==> config.mk <==
export PLATFORM = sky130hd
export DESIGN_NAME = hyperbus_delay_calib
export DESIGN_NICKNAME = d
export VERILOG_FILES = /design/src/rtl/hyperbus_pkg.sv /design/src/rtl/hyperbus_delay_window_tracker.sv /design/src/rtl/hyperbus_delay_calib.sv
export SDC_FILE = /design/constraint.sdc
export NUM_CORES = 1
export LEC_CHECK = 0
export CAP_MARGIN = 20
export CORE_ASPECT_RATIO = 1.75
export CORE_MARGIN = 2
export CORE_UTILIZATION = 59
export CTS_BUF_LIST = sky130_fd_sc_hd__clkbuf_4 sky130_fd_sc_hd__clkbuf_8
export CTS_CLUSTER_DIAMETER = 60
export DETAILED_ROUTE_END_ITERATION = 8
export GPL_ROUTABILITY_DRIVEN = 0
export PLACE_DENSITY = 0.81
export SETUP_SLACK_MARGIN = 0.4
export SLEW_MARGIN = 10
export SYNTH_ARGS = -nofsm -noshare
export SYNTH_HDL_FRONTEND = slang
export SYNTH_SLANG_ARGS = --single-unit
==> constraint.sdc <==
create_clock -name clk_i -period 7.7 [get_ports clk_i]
set_input_delay 0.77 -clock clk_i [delete_from_list [all_inputs] [get_ports clk_i]]
set_output_delay 0.77 -clock clk_i [all_outputs]
set_load 0.02 [all_outputs]
==> src/rtl/hyperbus_pkg.sv <==
// Shared types and default constants for the HyperBus read-capture delay calibrator.
package hyperbus_pkg;

    typedef enum logic [2:0] {
        IDLE,
        SET,
        SETTLE,
        SAMPLE,
        EVAL,
        FINISH
    } state_e;

    localparam int unsigned DEF_TAP_W         = 5;
    localparam int unsigned DEF_SETTLE_CYCLES = 8;
    localparam int unsigned DEF_SAMPLES       = 16;
    localparam int unsigned DEF_TIMEOUT       = 1024;

    // Mid-scale tap: the safest guess when no calibration result is available.
    function automatic int unsigned default_tap(input int unsigned tap_w);
        return 2 ** (tap_w - 1);
    endfunction

endpackage

==> src/rtl/hyperbus_delay_window_tracker.sv <==
// Tracks the current run of passing taps and keeps the longest one seen (lowest wins ties).
module hyperbus_delay_window_tracker #(
    parameter int unsigned TAP_W = 5
) (
    input  logic             clk_i,
    input  logic             rst_i,
    input  logic             clear_i,
    input  logic             eval_i,
    input  logic             pass_i,
    input  logic             last_i,
    input  logic [TAP_W-1:0] tap_i,
    output logic             best_valid_o,
    output logic [TAP_W-1:0] best_lo_o,
    output logic [TAP_W-1:0] best_hi_o
);

    logic             run_open_q, run_open_d;
    logic [TAP_W-1:0] run_lo_q, run_lo_d, best_lo_q, best_lo_d;
    logic [TAP_W:0]   run_len_q, run_len_d, best_len_q, best_len_d;
    logic [TAP_W-1:0] cand_lo;
    logic [TAP_W:0]   cand_len;
    logic             cand_close;

    // NOTE: every variable gets a default at the top of the block, so no path can infer a latch.
    always_comb begin
        run_open_d = run_open_q;
        run_lo_d   = run_lo_q;
        run_len_d  = run_len_q;
        best_lo_d  = best_lo_q;
        best_len_d = best_len_q;
        cand_lo    = run_lo_q;
        cand_len   = run_len_q;
        cand_close = 1'b0;
        if (clear_i) begin
            run_open_d = 1'b0;
            run_lo_d   = '0;
            run_len_d  = '0;
            best_lo_d  = '0;
            best_len_d = '0;
        end else if (eval_i) begin
            if (pass_i) begin
                cand_lo    = run_open_q ? run_lo_q : tap_i;
                cand_len   = run_open_q ? run_len_q + 1'b1 : (TAP_W+1)'(1);
                cand_close = last_i;
            end else begin
                cand_close = run_open_q;
            end
            run_open_d = pass_i && !last_i;
            run_lo_d   = cand_lo;
            run_len_d  = pass_i ? cand_len : '0;
            if (cand_close && (cand_len > best_len_q)) begin
                best_lo_d  = cand_lo;
                best_len_d = cand_len;
            end
        end
    end

    // NOTE: sequential state is updated with non-blocking assignments only.
    always_ff @(posedge clk_i) begin
        if (rst_i) begin
            run_open_q <= 1'b0;
            run_lo_q   <= '0;
            run_len_q  <= '0;
            best_lo_q  <= '0;
            best_len_q <= '0;
        end else begin
            run_open_q <= run_open_d;
            run_lo_q   <= run_lo_d;
            run_len_q  <= run_len_d;
            best_lo_q  <= best_lo_d;
            best_len_q <= best_len_d;
        end
    end

    // A full-width run (length 2**TAP_W) wraps the low bits to 0, which still lands hi on the last tap.
    assign best_valid_o = (best_len_q != '0);
    assign best_lo_o    = best_lo_q;
    assign best_hi_o    = best_lo_q + best_len_q[TAP_W-1:0] - 1'b1;

endmodule

==> src/rtl/hyperbus_delay_calib.sv <==
// HyperBus read-capture delay calibrator: sweeps every tap, keeps the widest passing window, parks in its centre.
// Define HYPERBUS_DELAY_CALIB_TIMEOUT_EN to add the sample-starvation watchdog.
module hyperbus_delay_calib
    import hyperbus_pkg::*;
#(
    parameter int unsigned TAP_W         = DEF_TAP_W,
    parameter int unsigned SETTLE_CYCLES = DEF_SETTLE_CYCLES,
    parameter int unsigned SAMPLES       = DEF_SAMPLES,
    parameter int unsigned DEFAULT_TAP   = default_tap(TAP_W),
    parameter int unsigned TIMEOUT       = DEF_TIMEOUT
) (
    input  logic             clk_i,
    input  logic             rst_i,
    input  logic             start_i,
    input  logic             sample_valid_i,
    input  logic             sample_ok_i,
    output logic [TAP_W-1:0] delay_o,
    output logic             busy_o,
    output logic             done_o,
    output logic             fail_o,
    output logic             timeout_o,
    output logic [TAP_W-1:0] win_lo_o,
    output logic [TAP_W-1:0] win_hi_o,
    output logic [TAP_W-1:0] center_o
);

    localparam int unsigned      CNT_MAX     = (SETTLE_CYCLES > SAMPLES) ? SETTLE_CYCLES : SAMPLES;
    localparam int unsigned      CNT_W       = $clog2(CNT_MAX + 1);
    localparam logic [CNT_W-1:0] SETTLE_LAST = CNT_W'(SETTLE_CYCLES - 1);
    localparam logic [CNT_W-1:0] SAMPLE_LAST = CNT_W'(SAMPLES - 1);
    localparam logic [TAP_W-1:0] LAST_TAP    = '1;
    localparam logic [TAP_W-1:0] DEF_CODE    = TAP_W'(DEFAULT_TAP);

    state_e           state_q, state_d;
    logic [TAP_W-1:0] tap_q, tap_d, delay_q, delay_d;
    logic [TAP_W-1:0] win_lo_q, win_lo_d, win_hi_q, win_hi_d, center_q, center_d;
    logic [CNT_W-1:0] cnt_q, cnt_d;
    logic             pass_q, pass_d, fail_q, fail_d, tout_q, tout_d;
    logic             trk_clear, trk_eval, best_valid, wd_expire, fin;
    logic [TAP_W-1:0] best_lo, best_hi;

`ifdef HYPERBUS_DELAY_CALIB_TIMEOUT_EN
    localparam int unsigned WD_W = $clog2(TIMEOUT + 1);
    logic [WD_W-1:0] wd_q, wd_d;

    // Held at zero outside SAMPLE, so each SAMPLE entry starts a fresh count.
    always_comb begin
        wd_d = '0;
        if ((state_q == SAMPLE) && !sample_valid_i) wd_d = wd_q + 1'b1;
    end

    always_ff @(posedge clk_i) begin
        if (rst_i) wd_q <= '0;
        else       wd_q <= wd_d;
    end

    assign wd_expire = (state_q == SAMPLE) && !sample_valid_i && (wd_q == WD_W'(TIMEOUT - 1));
    assign timeout_o = tout_q;
`else
    assign wd_expire = 1'b0;
    assign timeout_o = 1'b0;
`endif

    always_comb begin
        state_d   = state_q;
        tap_d     = tap_q;
        delay_d   = delay_q;
        cnt_d     = cnt_q;
        pass_d    = pass_q;
        fail_d    = fail_q;
        tout_d    = tout_q;
        win_lo_d  = win_lo_q;
        win_hi_d  = win_hi_q;
        center_d  = center_q;
        trk_clear = 1'b0;
        trk_eval  = 1'b0;
        case (state_q)
            IDLE: if (start_i) begin
                state_d   = SET;
                tap_d     = '0;
                delay_d   = '0;
                fail_d    = 1'b0;
                tout_d    = 1'b0;
                trk_clear = 1'b1;
            end
            SET: begin
                state_d = SETTLE;
                cnt_d   = '0;
            end
            SETTLE: if (cnt_q == SETTLE_LAST) begin
                state_d = SAMPLE;
                cnt_d   = '0;
                pass_d  = 1'b1;
            end else begin
                cnt_d = cnt_q + 1'b1;
            end
            SAMPLE: if (wd_expire) begin
                state_d = FINISH;
                fail_d  = 1'b1;
                tout_d  = 1'b1;
            end else if (sample_valid_i) begin
                pass_d = pass_q & sample_ok_i;
                if (cnt_q == SAMPLE_LAST) state_d = EVAL;
                else                      cnt_d   = cnt_q + 1'b1;
            end
            EVAL: begin
                trk_eval = 1'b1;
                if (tap_q == LAST_TAP) begin
                    state_d = FINISH;
                end else begin
                    state_d = SET;
                    tap_d   = tap_q + 1'b1;
                    delay_d = tap_q + 1'b1;
                end
            end
            FINISH: begin
                state_d = IDLE;
                if (best_valid && !tout_q) begin
                    win_lo_d = best_lo;
                    win_hi_d = best_hi;
                    center_d = best_lo + ((best_hi - best_lo) >> 1);
                    delay_d  = center_d;
                end else begin
                    fail_d   = 1'b1;
                    delay_d  = DEF_CODE;
                    win_lo_d = '0;
                    win_hi_d = '0;
                    center_d = '0;
                end
            end
            default: state_d = IDLE;
        endcase
    end

    always_ff @(posedge clk_i) begin
        if (rst_i) begin
            state_q  <= IDLE;
            tap_q    <= '0;
            delay_q  <= DEF_CODE;
            cnt_q    <= '0;
            pass_q   <= 1'b0;
            fail_q   <= 1'b0;
            tout_q   <= 1'b0;
            win_lo_q <= '0;
            win_hi_q <= '0;
            center_q <= '0;
        end else begin
            state_q  <= state_d;
            tap_q    <= tap_d;
            delay_q  <= delay_d;
            cnt_q    <= cnt_d;
            pass_q   <= pass_d;
            fail_q   <= fail_d;
            tout_q   <= tout_d;
            win_lo_q <= win_lo_d;
            win_hi_q <= win_hi_d;
            center_q <= center_d;
        end
    end

    hyperbus_delay_window_tracker #(
        .TAP_W(TAP_W)
    ) u_tracker (
        .clk_i       (clk_i),
        .rst_i       (rst_i),
        .clear_i     (trk_clear),
        .eval_i      (trk_eval),
        .pass_i      (pass_q),
        .last_i      (tap_q == LAST_TAP),
        .tap_i       (tap_q),
        .best_valid_o(best_valid),
        .best_lo_o   (best_lo),
        .best_hi_o   (best_hi)
    );

    // Results are presented during the FINISH cycle itself so they line up with the done pulse.
    assign fin      = (state_q == FINISH);
    assign busy_o   = (state_q != IDLE);
    assign done_o   = fin;
    assign delay_o  = fin ? delay_d  : delay_q;
    assign fail_o   = fin ? fail_d   : fail_q;
    assign win_lo_o = fin ? win_lo_d : win_lo_q;
    assign win_hi_o = fin ? win_hi_d : win_hi_q;
    assign center_o = fin ? center_d : center_q;

endmodule

# Yosys cells after proc, flatten, opt, wreduce, memory -nomap -nowiden
# Index checks and enable logic that the tools add are counted.
# Widths: inputs -> output; s select.
dict set report op_classes {
  add_sub_neg 7
  order_cmp 1
  eq_ne 14
  n_mux 47
  n_bitwise 1
  reduce_logical 15
}
# operator n
set op_table {}
lappend op_table {{$mux 5} 20}
lappend op_table {{$mux 6} 5}
lappend op_table {{$pmux 5 s3} 2}
lappend op_table {{$mux 3} 5}
lappend op_table {{$pmux 3 s5} 1}
lappend op_table {{$ne 2x2->1 const B} 6}
lappend op_table {{$mux 1} 11}
lappend op_table {{$add 5x1->5 const B} 2}
lappend op_table {{$pmux 5 s2} 1}
lappend op_table {{$reduce_and 3->1} 3}
lappend op_table {{$add 6x1->6 const B} 1}
lappend op_table {{$eq 3x2->1 const B} 2}
lappend op_table {{$eq 3x3->1 const B} 2}
lappend op_table {{$gt 6x6->1} 1}
lappend op_table {{$reduce_bool 3->1} 2}
lappend op_table {{$reduce_bool 6->1} 1}
lappend op_table {{$add 5x4->5} 1}
lappend op_table {{$add 5x5->5} 1}
lappend op_table {{$eq 5x3->1 const B} 1}
lappend op_table {{$eq 5x4->1 const B} 1}
lappend op_table {{$eq 5x5->1 const B} 1}
lappend op_table {{$sub 5x1->5 const B} 1}
lappend op_table {{$sub 5x5->5} 1}
lappend op_table {{$pmux 1 s2} 2}
lappend op_table {{other kinds (9)} 11}
dict set report totals {
  register_bits 58
  inputBits 5
}

# Logic depth before layout (Yosys ltp)
# Gate-level depths: netlist of run 1.
dict set report logic_depth {
  word_depth 8
  mapped_depth 17
  depth_no_buf 17
}

# By module
# Synthesis of run 1 repeated with hierarchy kept, for this count alone.
dict set report hier_totals {
  hier_cells 432
  hier_area_um2 3473.3
}
# module instances cells_each area_each_um2 seq_area_each_um2
set by_module_without_submodules {}
lappend by_module_without_submodules {hyperbus_delay_calib 1 250 1958.1 700.7}
lappend by_module_without_submodules {hyperbus_delay_window_tracker 1 182 1515.2 460.4}

# Least setup slack after synthesis of run 1
# OpenSTA, ideal clock, no wires.
dict set report synth_path {
  path_type {reg-to-output}
  startpoint {register u_tracker.best_lo_q[1] (netlist: u_tracker.best_lo_o[1])}
  endpoint {output port delay_o[4]}
  arrival_time_ns 3.186
  path_slack_ns 3.744
  stages_incl_launch_ff 18
  n_path_buf 0
  path_cell_list {dfxtp_1 -> inv_1 -> ha_1 -> inv_1 -> ha_1 -> inv_1 -> fa_1 -> inv_1 -> ha_1 -> o21ai_0 -> nand2b_1 -> xor2_1 -> ha_1 -> a21o_1 -> a21oi_1 -> xnor2_1 -> o21ai_0 -> nand2_1}
}
dict set report synth_between {
  elab_chain_cells 7
}
# item line
set synth_lines {}
lappend synth_lines {{start: declaration} hyperbus_delay_window_tracker.sv:18} ;# logic [TAP_W-1:0] run_lo_q, run_lo_d, best_lo_q, best_lo_d;
lappend synth_lines {{start signal: assignment} hyperbus_delay_window_tracker.sv:70} ;# best_lo_q <= best_lo_d;
lappend synth_lines {{$add 5x5->5} hyperbus_delay_window_tracker.sv:78} ;# assign best_hi_o = best_lo_q + best_len_q[TAP_W-1:0] - 1'b1;
lappend synth_lines {{$sub 5x1->5} hyperbus_delay_window_tracker.sv:78}
lappend synth_lines {{$sub 5x5->5} hyperbus_delay_calib.sv:121} ;# center_d = best_lo + ((best_hi - best_lo) >> 1);
lappend synth_lines {{$add 5x4->5 *} hyperbus_delay_calib.sv:121}
lappend synth_lines {{$mux 5 *} hyperbus_delay_calib.sv:118} ;# if (best_valid && !tout_q) begin
lappend synth_lines {{$pmux 5 s3 *} hyperbus_delay_calib.sv:77} ;# case (state_q)
lappend synth_lines {{$mux 5 *} hyperbus_delay_calib.sv:180} ;# assign delay_o = fin ? delay_d : delay_q;
lappend synth_lines {{end: declaration} hyperbus_delay_calib.sv:17} ;# output logic [TAP_W-1:0] delay_o,
# Every way passes the cells marked *; elsewhere a longest branch is shown, timed or not.

# Final worst setup path of run 1
dict set report layout_path {
  startpoint {register u_tracker.best_lo_q[1] (netlist: u_tracker.best_lo_o[1])}
  endpoint {output port delay_o[3]}
}
# Same word-level chain as after synthesis.

==> impl.org, run 1 <==
** Run status
- The flow ran to the end, and the final reports show no timing, DRC or antenna violations.

** Cells and area
- After filler insertion, the fill cell instance count of the layout stands at 475.
- Registers take 0.001161 mm^2.
- Number of inserted diodes :: 0
- Area taken by multi-input logic gates :: 0.001961 mm^2
- Number of nets in the layout :: 460
- Fraction of final layout cells with drive strength greater than 1 :: 0.06512
- Relative to the synthesized area, the layout overhead comes to 13.81%.

** Logic synthesis
- Synthesis produced 405 cells.
- The synthesized design contains 0 enable-type register cells.
- Of the synthesized area, sequential elements account for 0.3491.
- Main flop type after synthesis :: dfxtp_1
- Async S/R FF share, synth :: 0
- Post-synthesis instance area :: 0.003326 mm^2
- Syn nets :: 439
- The synthesized design contains 58 register bits.
- Averaged over all synthesized cells, the footprint is 8.212 um^2.
- Syn. warnings :: 0
- Synth cell types :: 55

** Global routing
- The initial antenna violation count was 0.
- After global routing the overflow that remains totals 0.
- For this run, global-route usage on met3 was measured as 0.06095.
- For this run, the total global-route usage over all layers was measured as 0.2538.
- Global-route wire length before repair :: 11870 um
- Met2 Resource Use GR :: 0.4516
- The via count of the first global-routing pass came to 2594.
- Met1 global-route usage :: 0.2796
- Maximum number of pins on one net before global-route repair :: 36
- Global-route layer with the greatest usage :: met2

** Detailed routing
- Before antenna repair, the detailed router went through 5 iterations.
- Summed over all layers, the routed wires come to 7133 um.
- Via density per instance :: 5.662
- Number of vias after detailed routing :: 2865
- Routed length per instance :: 14.10 um
- Post-detailed-route count of antenna-violating nets :: 0
- Starting DRC count in detailed routing :: 168
- Detailed-route DRC error count :: 0

** Floorplan
- The die is 60.76 um wide.
- In this run the standard cell core region covers 0.005495 mm^2.
- After floorplanning, the core was divided into 36 placement rows.
- Die height :: 103.3 um
- Initial Utilization :: 0.6052
- The floorplan step defined a die boundary enclosing 0.006277 mm^2.
- For this design the top-level I/O count stands at 29.

** Timing
- Derived from the worst setup path, the maximum achievable clock frequency is 192.0 MHz.
- The count of endpoints failing hold in the final timing report is 0.
- The worst path needs 5.210 ns of the cycle, external delays included.
- Max-slew violation count :: 0
- Relative slew slack :: 0.3246
- Setup violations remaining at the end of the flow were counted as 0.
- Across the routed clock network, the largest skew measured is 0.008321 ns.
- Worst slew pin tran :: 1.009 ns
- The worst path meets setup with 2.490 ns of slack.
- Setup repair after global routing left no endpoint under its margin.
- Dividing the final minimum period by the clock period gives 0.6766.
- After routing, the total negative slack on setup checks comes to 0 ns.

** Worst setup path
- The worst setup path is launched from a flop.
- Kind of cell with the highest combined delay on the critical path :: adder cells
- The worst setup path is captured at an output pin.
- Together, buffers and inverters on the worst path number 5.
- The worst setup path is of the reg2out kind.
- Maximum single-stage delay on the critical path :: 0.60 ns
- Required time of the worst setup path :: 6.93 ns
- The signal on the critical path passes through inv_1 > ha_1 > inv_1 > ha_1 > inv_1 > fa_1 > inv_1 > ha_1 > o21ai_0 > nand2b_1 > xor2_1 > ha_1 > a21oi_1 > a21boi_0 > nor3_1 > a21o_1 > clkdlybuf4s50_1.
- For the worst setup path, the data arrival time is 4.44 ns.
- The slowest stage of the critical path belongs to the cell clkdlybuf4s50_1.
- Of all nets on the critical path, the largest fanout is 4.

** Power and ir drop
- Worst VDD drop :: 0.1235 mV
- For this design the ratio of total power to cell area is 149.9 mW/mm^2.
- Static power due to leakage :: 1.463 nW

** CTS
- Worst skew pair latency :: 0.34 ns
- Post_cts resized :: 0
- CTS clk-pin slew, worst paths :: 0.06 ns
- The H-tree generated during clock tree synthesis spans 3 levels.
- TritonCTS clock tree :: built
- Longest Clk Path Bufs :: 2
- Sinks on the clock net :: 58
- Number of buffers inserted for hold repair after clock tree synthesis :: 0
- Counting the buffers created by CTS gives 9.
- The tree is rooted in a clkbuf_8.
- In this run the post-CTS setup repair buffer count came out at 0.

** Placement
- At the placement stage, the worst setup path has a slack of 2.923 ns.
- Detailed Place HPWL :: 5417 um
- Number of I/O port buffers :: 27

** Run
- Across the run, the number of max-cap violations was 0.

** Worst hold path
- The path class of the tightest hold or removal check is reg2reg.
==> final cells by class <==
class	instances	share of cell area
Clock buffer	11	0.03669
Timing Repair Buffer	30	0.07934
Multi-Input combinational cell	298	0.5180
Inverter	29	0.02876
Tap cell	76	0.02512
Sequential cell	58	0.3068
Clock inverter	4	0.005289
==> layout by cell type (no fill, tap or decap), types with 3 or more instances in the layout <==
| cell | count |
|---|---|
| clkdlybuf4s50_1 | 27 |
| and3_1 | 3 |
| nor2_1 | 31 |
| nor4_1 | 3 |
| nor2b_1 | 18 |
| a21oi_1 | 37 |
| inv_1 | 29 |
| nor3_1 | 5 |
| dfxtp_1 | 58 |
| nand2_1 | 58 |
| o31ai_1 | 7 |
| nand4_1 | 3 |
| clkinv_2 | 4 |
| xnor2_1 | 7 |
| mux2i_1 | 14 |
| a21o_1 | 6 |
| clkbuf_8 | 9 |
| nand3_1 | 19 |
| o21ai_0 | 12 |
| a211oi_2 | 5 |
| ha_1 | 27 |
| xor2_1 | 5 |
==> registers in the layout (all words and copies together), names as in the netlist <==
register	count
fail_q	1
pass_q	1
u_tracker.run_len_q	6
delay_q	5
u_tracker.run_open_q	1
tap_q	5
win_lo_q	5
win_hi_q	5
state_q	3
u_tracker.run_lo_q	5
u_tracker.best_lo_o	5
center_q	5
cnt_q	5
u_tracker.best_len_q	6
==> worst paths after layout <==
check	slack (ns)	cells after the start	from	to
worst max-delay path	2.49	17	u_tracker.best_lo_o[1]	delay_o[3]
worst min-delay path	0.46	2	u_tracker.run_lo_q[4]	u_tracker.run_lo_q[4]
worst max register to register	3.96	9	pass_q	u_tracker.best_len_q[0]
worst min register to register	0.46	2	u_tracker.run_lo_q[4]	u_tracker.run_lo_q[4]
==> Yosys cell counts (2+ instances only) <==
| master | count | area [um^2] |
|---|---|---|
| mux2i_1 | 14 | 140.1 |
| ha_1 | 27 | 337.8 |
| nand2_1 | 58 | 217.7 |
| a311o_1 | 2 | 20.02 |
| nand3_1 | 19 | 95.09 |
| a211oi_2 | 5 | 62.56 |
| o31ai_1 | 7 | 52.55 |
| nand4_1 | 3 | 18.77 |
| fa_1 | 2 | 40.04 |
| o21ai_0 | 12 | 60.06 |
| a22o_1 | 2 | 17.52 |
| clkbuf_1 | 15 | 56.30 |
| o21ai_1 | 2 | 10.01 |
| inv_1 | 29 | 108.9 |
| a21o_1 | 6 | 45.04 |
| nor2b_1 | 18 | 112.6 |
| xnor2_1 | 7 | 61.31 |
| a31oi_1 | 2 | 12.51 |
| nor2_1 | 31 | 116.4 |
| a221oi_1 | 2 | 17.52 |
| a21oi_1 | 37 | 185.2 |
| dfxtp_1 | 58 | 1161 |
| nand3b_1 | 2 | 15.01 |
| xor2_1 | 5 | 43.79 |
| nor4_1 | 3 | 18.77 |
| and3_1 | 3 | 18.77 |
| a22oi_1 | 2 | 15.01 |
| nor3_1 | 5 | 25.02 |
==> per-layer routing <==
metal,share of wire,wire [um]
met1,0.40,2866
met2,0.54,3877
met3,0.030,213
met4,0.025,175
met5,0,0
==> where the power goes <==
part	leakage, nW	total [mW]	switching [mW]	internal, mW
Sequential	0.468	0.304	0.00269	0.302
Clock	0.0896	0.235	0.115	0.120
Combinational	0.906	0.0286	0.0185	0.0102
==> worst register-to-register path, cell delays in order, from the launching register on <==
cell and delay [ns]:
dfxtp_1 0.59, inv_1 0.20, nor2_1 0.80, a21oi_1 0.20, ha_1 0.38, and4_1 0.23, a311o_1 0.38, a31oi_4 0.51
mux2i_1 0.24, nor2b_1 0.14
==> kinds of logic (layout without fill, tap and decap cells) <==
logic type,count (synthesis),after routing,share of synthesized area
AND/OR/NAND/NOR,152,152,0.2152
AO/OA/AOI/OAI,89,89,0.1780
flip-flops,58,58,0.3491
buffers and inverters,49,74,0.06245
adder cells (fa/ha/maj),29,29,0.1136
multiplexers,14,14,0.04214
XOR/XNOR,13,13,0.03837
other,1,1,0.001128
==> stage by stage <==
| step | cells | util | area (um^2) | hold WS (ns) | total power, mW |
|---|---|---|---|---|---|
| after floorplan | 405 | - | 3326 | 0.4357 | 0.3295 |
| after global placement | 490 | 0.6571 | 3611 | 0.4425 | 0.3380 |
| after detailed placement | 490 | 0.6571 | 3611 | 0.4493 | 0.3383 |
| after CTS | 505 | 0.6860 | 3770 | 0.4565 | 0.5706 |
| after global routing | 506 | 0.6888 | 3785 | 0.4834 | 0.5881 |
| final | 506 | 0.6888 | 3785 | 0.4557 | 0.5675 |
No activity file was read; power rests on OpenSTA's default activity.
==> run 2: changes to the inputs <==
--- a/config.mk
+++ b/config.mk
@@ -8,12 +8,12 @@
 export CAP_MARGIN = 20
 export CORE_ASPECT_RATIO = 1.75
 export CORE_MARGIN = 2
-export CORE_UTILIZATION = 59
+export CORE_UTILIZATION = 54
 export CTS_BUF_LIST = sky130_fd_sc_hd__clkbuf_4 sky130_fd_sc_hd__clkbuf_8
 export CTS_CLUSTER_DIAMETER = 60
 export DETAILED_ROUTE_END_ITERATION = 8
 export GPL_ROUTABILITY_DRIVEN = 0
-export PLACE_DENSITY = 0.81
+export PLACE_DENSITY = 0.78
 export SETUP_SLACK_MARGIN = 0.4
 export SLEW_MARGIN = 10
 export SYNTH_ARGS = -nofsm -noshare
==> constraint.sdc (replaced) <==
create_clock -name clk_i -period 4.18 [get_ports clk_i]
set_input_delay 0.418 -clock clk_i [delete_from_list [all_inputs] [get_ports clk_i]]
set_output_delay 0.418 -clock clk_i [all_outputs]
set_load 0.02 [all_outputs]
==> impl.org, run 2 (same netlist as run 1, synthesis figures left out) <==
** Cells and area
- For this run, the post-layout net count is 479.
- Filler instances :: 494
- Commonest cells after routing, fill and taps aside :: 58 x nand2_1, 53 x dfxtp_1, 34 x a21oi_1, 31 x nor2_1
- The area growth from synthesis to layout is 22.42%.
- In the final layout, the share of cells above drive strength 1 is 0.1715.
- Number of inserted diodes :: 0
- Leaving out fill and tap cells, the most frequent cell in the layout is nand2_1.
- After the flow finishes, the layout carries non-filler instances totaling 527.
- In the final layout, the registers with the most flip-flops are u_tracker.best_len_q (6), u_tracker.run_len_q (6).

** Detailed routing
- Via density per instance :: 5.581
- The detailed router placed 2941 vias in this run.
- Count of TritonRoute iterations in the first routing pass :: 4
- Post-detailed-route count of antenna-violating nets :: 0
- For this run, design rule violations remaining after detail routing come to 0.
- Routed length per instance :: 14.92 um
- Starting DRC count in detailed routing :: 109
- The final layout contains routed wiring with a total length of 7862 um.

** Floorplan
- X dimension of the die :: 63.33 um
- Floorplan die area :: 0.006827 mm^2
- Top-level port count :: 29
- Row generation in the floorplan step produced 37 rows.
- Die height :: 107.8 um
- The floorplan step defined a core boundary enclosing 0.005926 mm^2.
- The initial utilization of the core area, before any placement, comes to 0.5612.

** Worst setup path
- In this run the worst path has a maximum fanout of 4.
- Crit start category :: flop
- At the worst endpoint, the required time is 3.76 ns.
- STA classifies the critical path endpoint as an output pin.
- STA puts the critical path data arrival time at 3.56 ns.
- The critical path is of the reg2out type.

** Placement
- Placed Cells :: 501
- Post-placement worst setup slack :: -0.04171 ns
- The HPWL after detailed placement is 5570 um.
- Number of I/O port buffers :: 27

** Power and ir drop
- In this run the static leakage power is 1.607 nW.
- For this design the ratio of total power to cell area is 279.3 mW/mm^2.
- Worst VDD drop :: 0.2474 mV

** CTS
- Number of buffers inserted for hold repair after clock tree synthesis :: 0
- Root buffer cell :: clkbuf_8
- Counting along the longest clock path gives a buffer depth of 2.
- The later pin in the worst-skew pair is clocked with a latency of 0.35 ns.
- Number of CTS-inserted buffers :: 9
- CTS clk-pin slew, worst paths :: 0.07 ns
- The clock tree synthesis step divided the H-tree into 3 levels.
- Sinks on the clock net :: 58
- TritonCTS clock tree :: built

** Timing
- In this run the tightest slew margin relative to its limit is 0.4130.
- Post-Route Skew :: 0.008419 ns
- Subtracting the final worst setup slack from the clock period gives 3.982 ns.
- Final worst-path cycle share :: 0.9526
- The count of endpoints failing hold in the final timing report was 0.
- Max-slew violation count :: 0
- Setup slack on the critical path of the routed design comes to 0.1983 ns.
- The tightest hold path in the finished design has a slack of 0.4550 ns.
- Based on the critical path, the design can be clocked at up to 251.2 MHz.
- Setup Viol. Count Final :: 0
- Setup repair after global routing missed its margin :: true
- Worst slew pin tran :: 0.8724 ns

** Run status
- Run status :: completed

** Global routing
- The first global-routing pass estimated 12930 um of wire.
- The via count of the first global-routing pass was 2850.
- The initial antenna violation count is 0.
- Entering global routing, the biggest net connects 30 pins.
- Global routing finished with a remaining overflow of 0.
- Across every metal layer, demand over resource in global routing totals 0.2436.

** Worst hold path
- Worst min-delay path class :: reg2reg

** Run
- Max-cap violations in this run came to 0.
## run 2: cell count changes in the layout (fill, tap and decap cells not counted), moves of 6 or more
cell	change
clkdlybuf4s50_1	-6
buf_4	+20
inv_1	-7
inv_2	+6
## run 2: what timing repair did
item,4_1_cts,5_1_grt
gates resized for setup,55,9
buffers inserted,7,3
endpoints found under the setup margin,8,8
pin swaps,15,15
## run 2: power by group
| group | internal, mW | total, mW | switching (mW) |
|---|---|---|---|
| registers | 0.556 | 0.561 | 0.00545 |
| clock network | 0.299 | 0.522 | 0.223 |
| logic | 0.0189 | 0.0537 | 0.0347 |
| total | 0.874 | 1.14 | 0.263 |
## run 2: final timing paths
kind	slack [ns]	cells past startpoint	end	from
worst max-delay path	0.20	18	delay_o[4]	u_tracker.best_lo_o[1]
worst min-delay path	0.45	2	u_tracker.run_lo_q[1]	u_tracker.run_lo_q[1]
worst max register to register	0.75	20	delay_q[4]	u_tracker.best_lo_o[1]
worst min register to register	0.45	2	u_tracker.run_lo_q[1]	u_tracker.run_lo_q[1]
## run 2: critical path: stages (launching register included)
cell      delay (ns)
dfxtp_2         0.33
inv_2           0.05
ha_4            0.24
inv_4           0.05
ha_4            0.13
inv_2           0.03
fa_1            0.51
inv_2           0.05
ha_4            0.26
o21ai_2         0.05
nand2b_1        0.12
xor2_1          0.21
ha_1            0.32
a21o_1          0.19
a21oi_2         0.17
xnor2_2         0.08
o21ai_1         0.17
nand2_1         0.11
buf_6           0.14
## run 2: area by class of cell
type                    count  area [um^2]  area share
flip-flops and latches     58         1167      0.2867
multi-input cells         298         2056      0.5049
repair buffers             49        446.7      0.1097
clock buffers              12        152.6     0.03749
clock inverters             3        40.04    0.009834
inverters                  29        111.4     0.02735
well taps                  78        97.59     0.02397
## run 2: through the flow
stage	TNS (ns)	area [um^2]	power, mW	util
global route	0	4071	1.170	0.6871
global placement	0	3681	0.6217	0.6212
detailed placement	-0.05912	3681	0.6230	0.6212
CTS	0	3993	1.139	0.6738
floorplan	0	3326	0.6070	-
finish	0	4071	1.137	0.6871
## run 2: per-layer routing
| layer | up-vias | global-route usage | part of all wire |
|---|---|---|---|
| li1 | 1478 | - | - |
| met2 | 49 | 0.4519 | 0.56 |
| met3 | 13 | 0.03975 | 0.026 |
| met4 | 0 | 0.1382 | 0.027 |
| met1 | 1401 | 0.2535 | 0.39 |
| met5 | - | 0 | 0 |
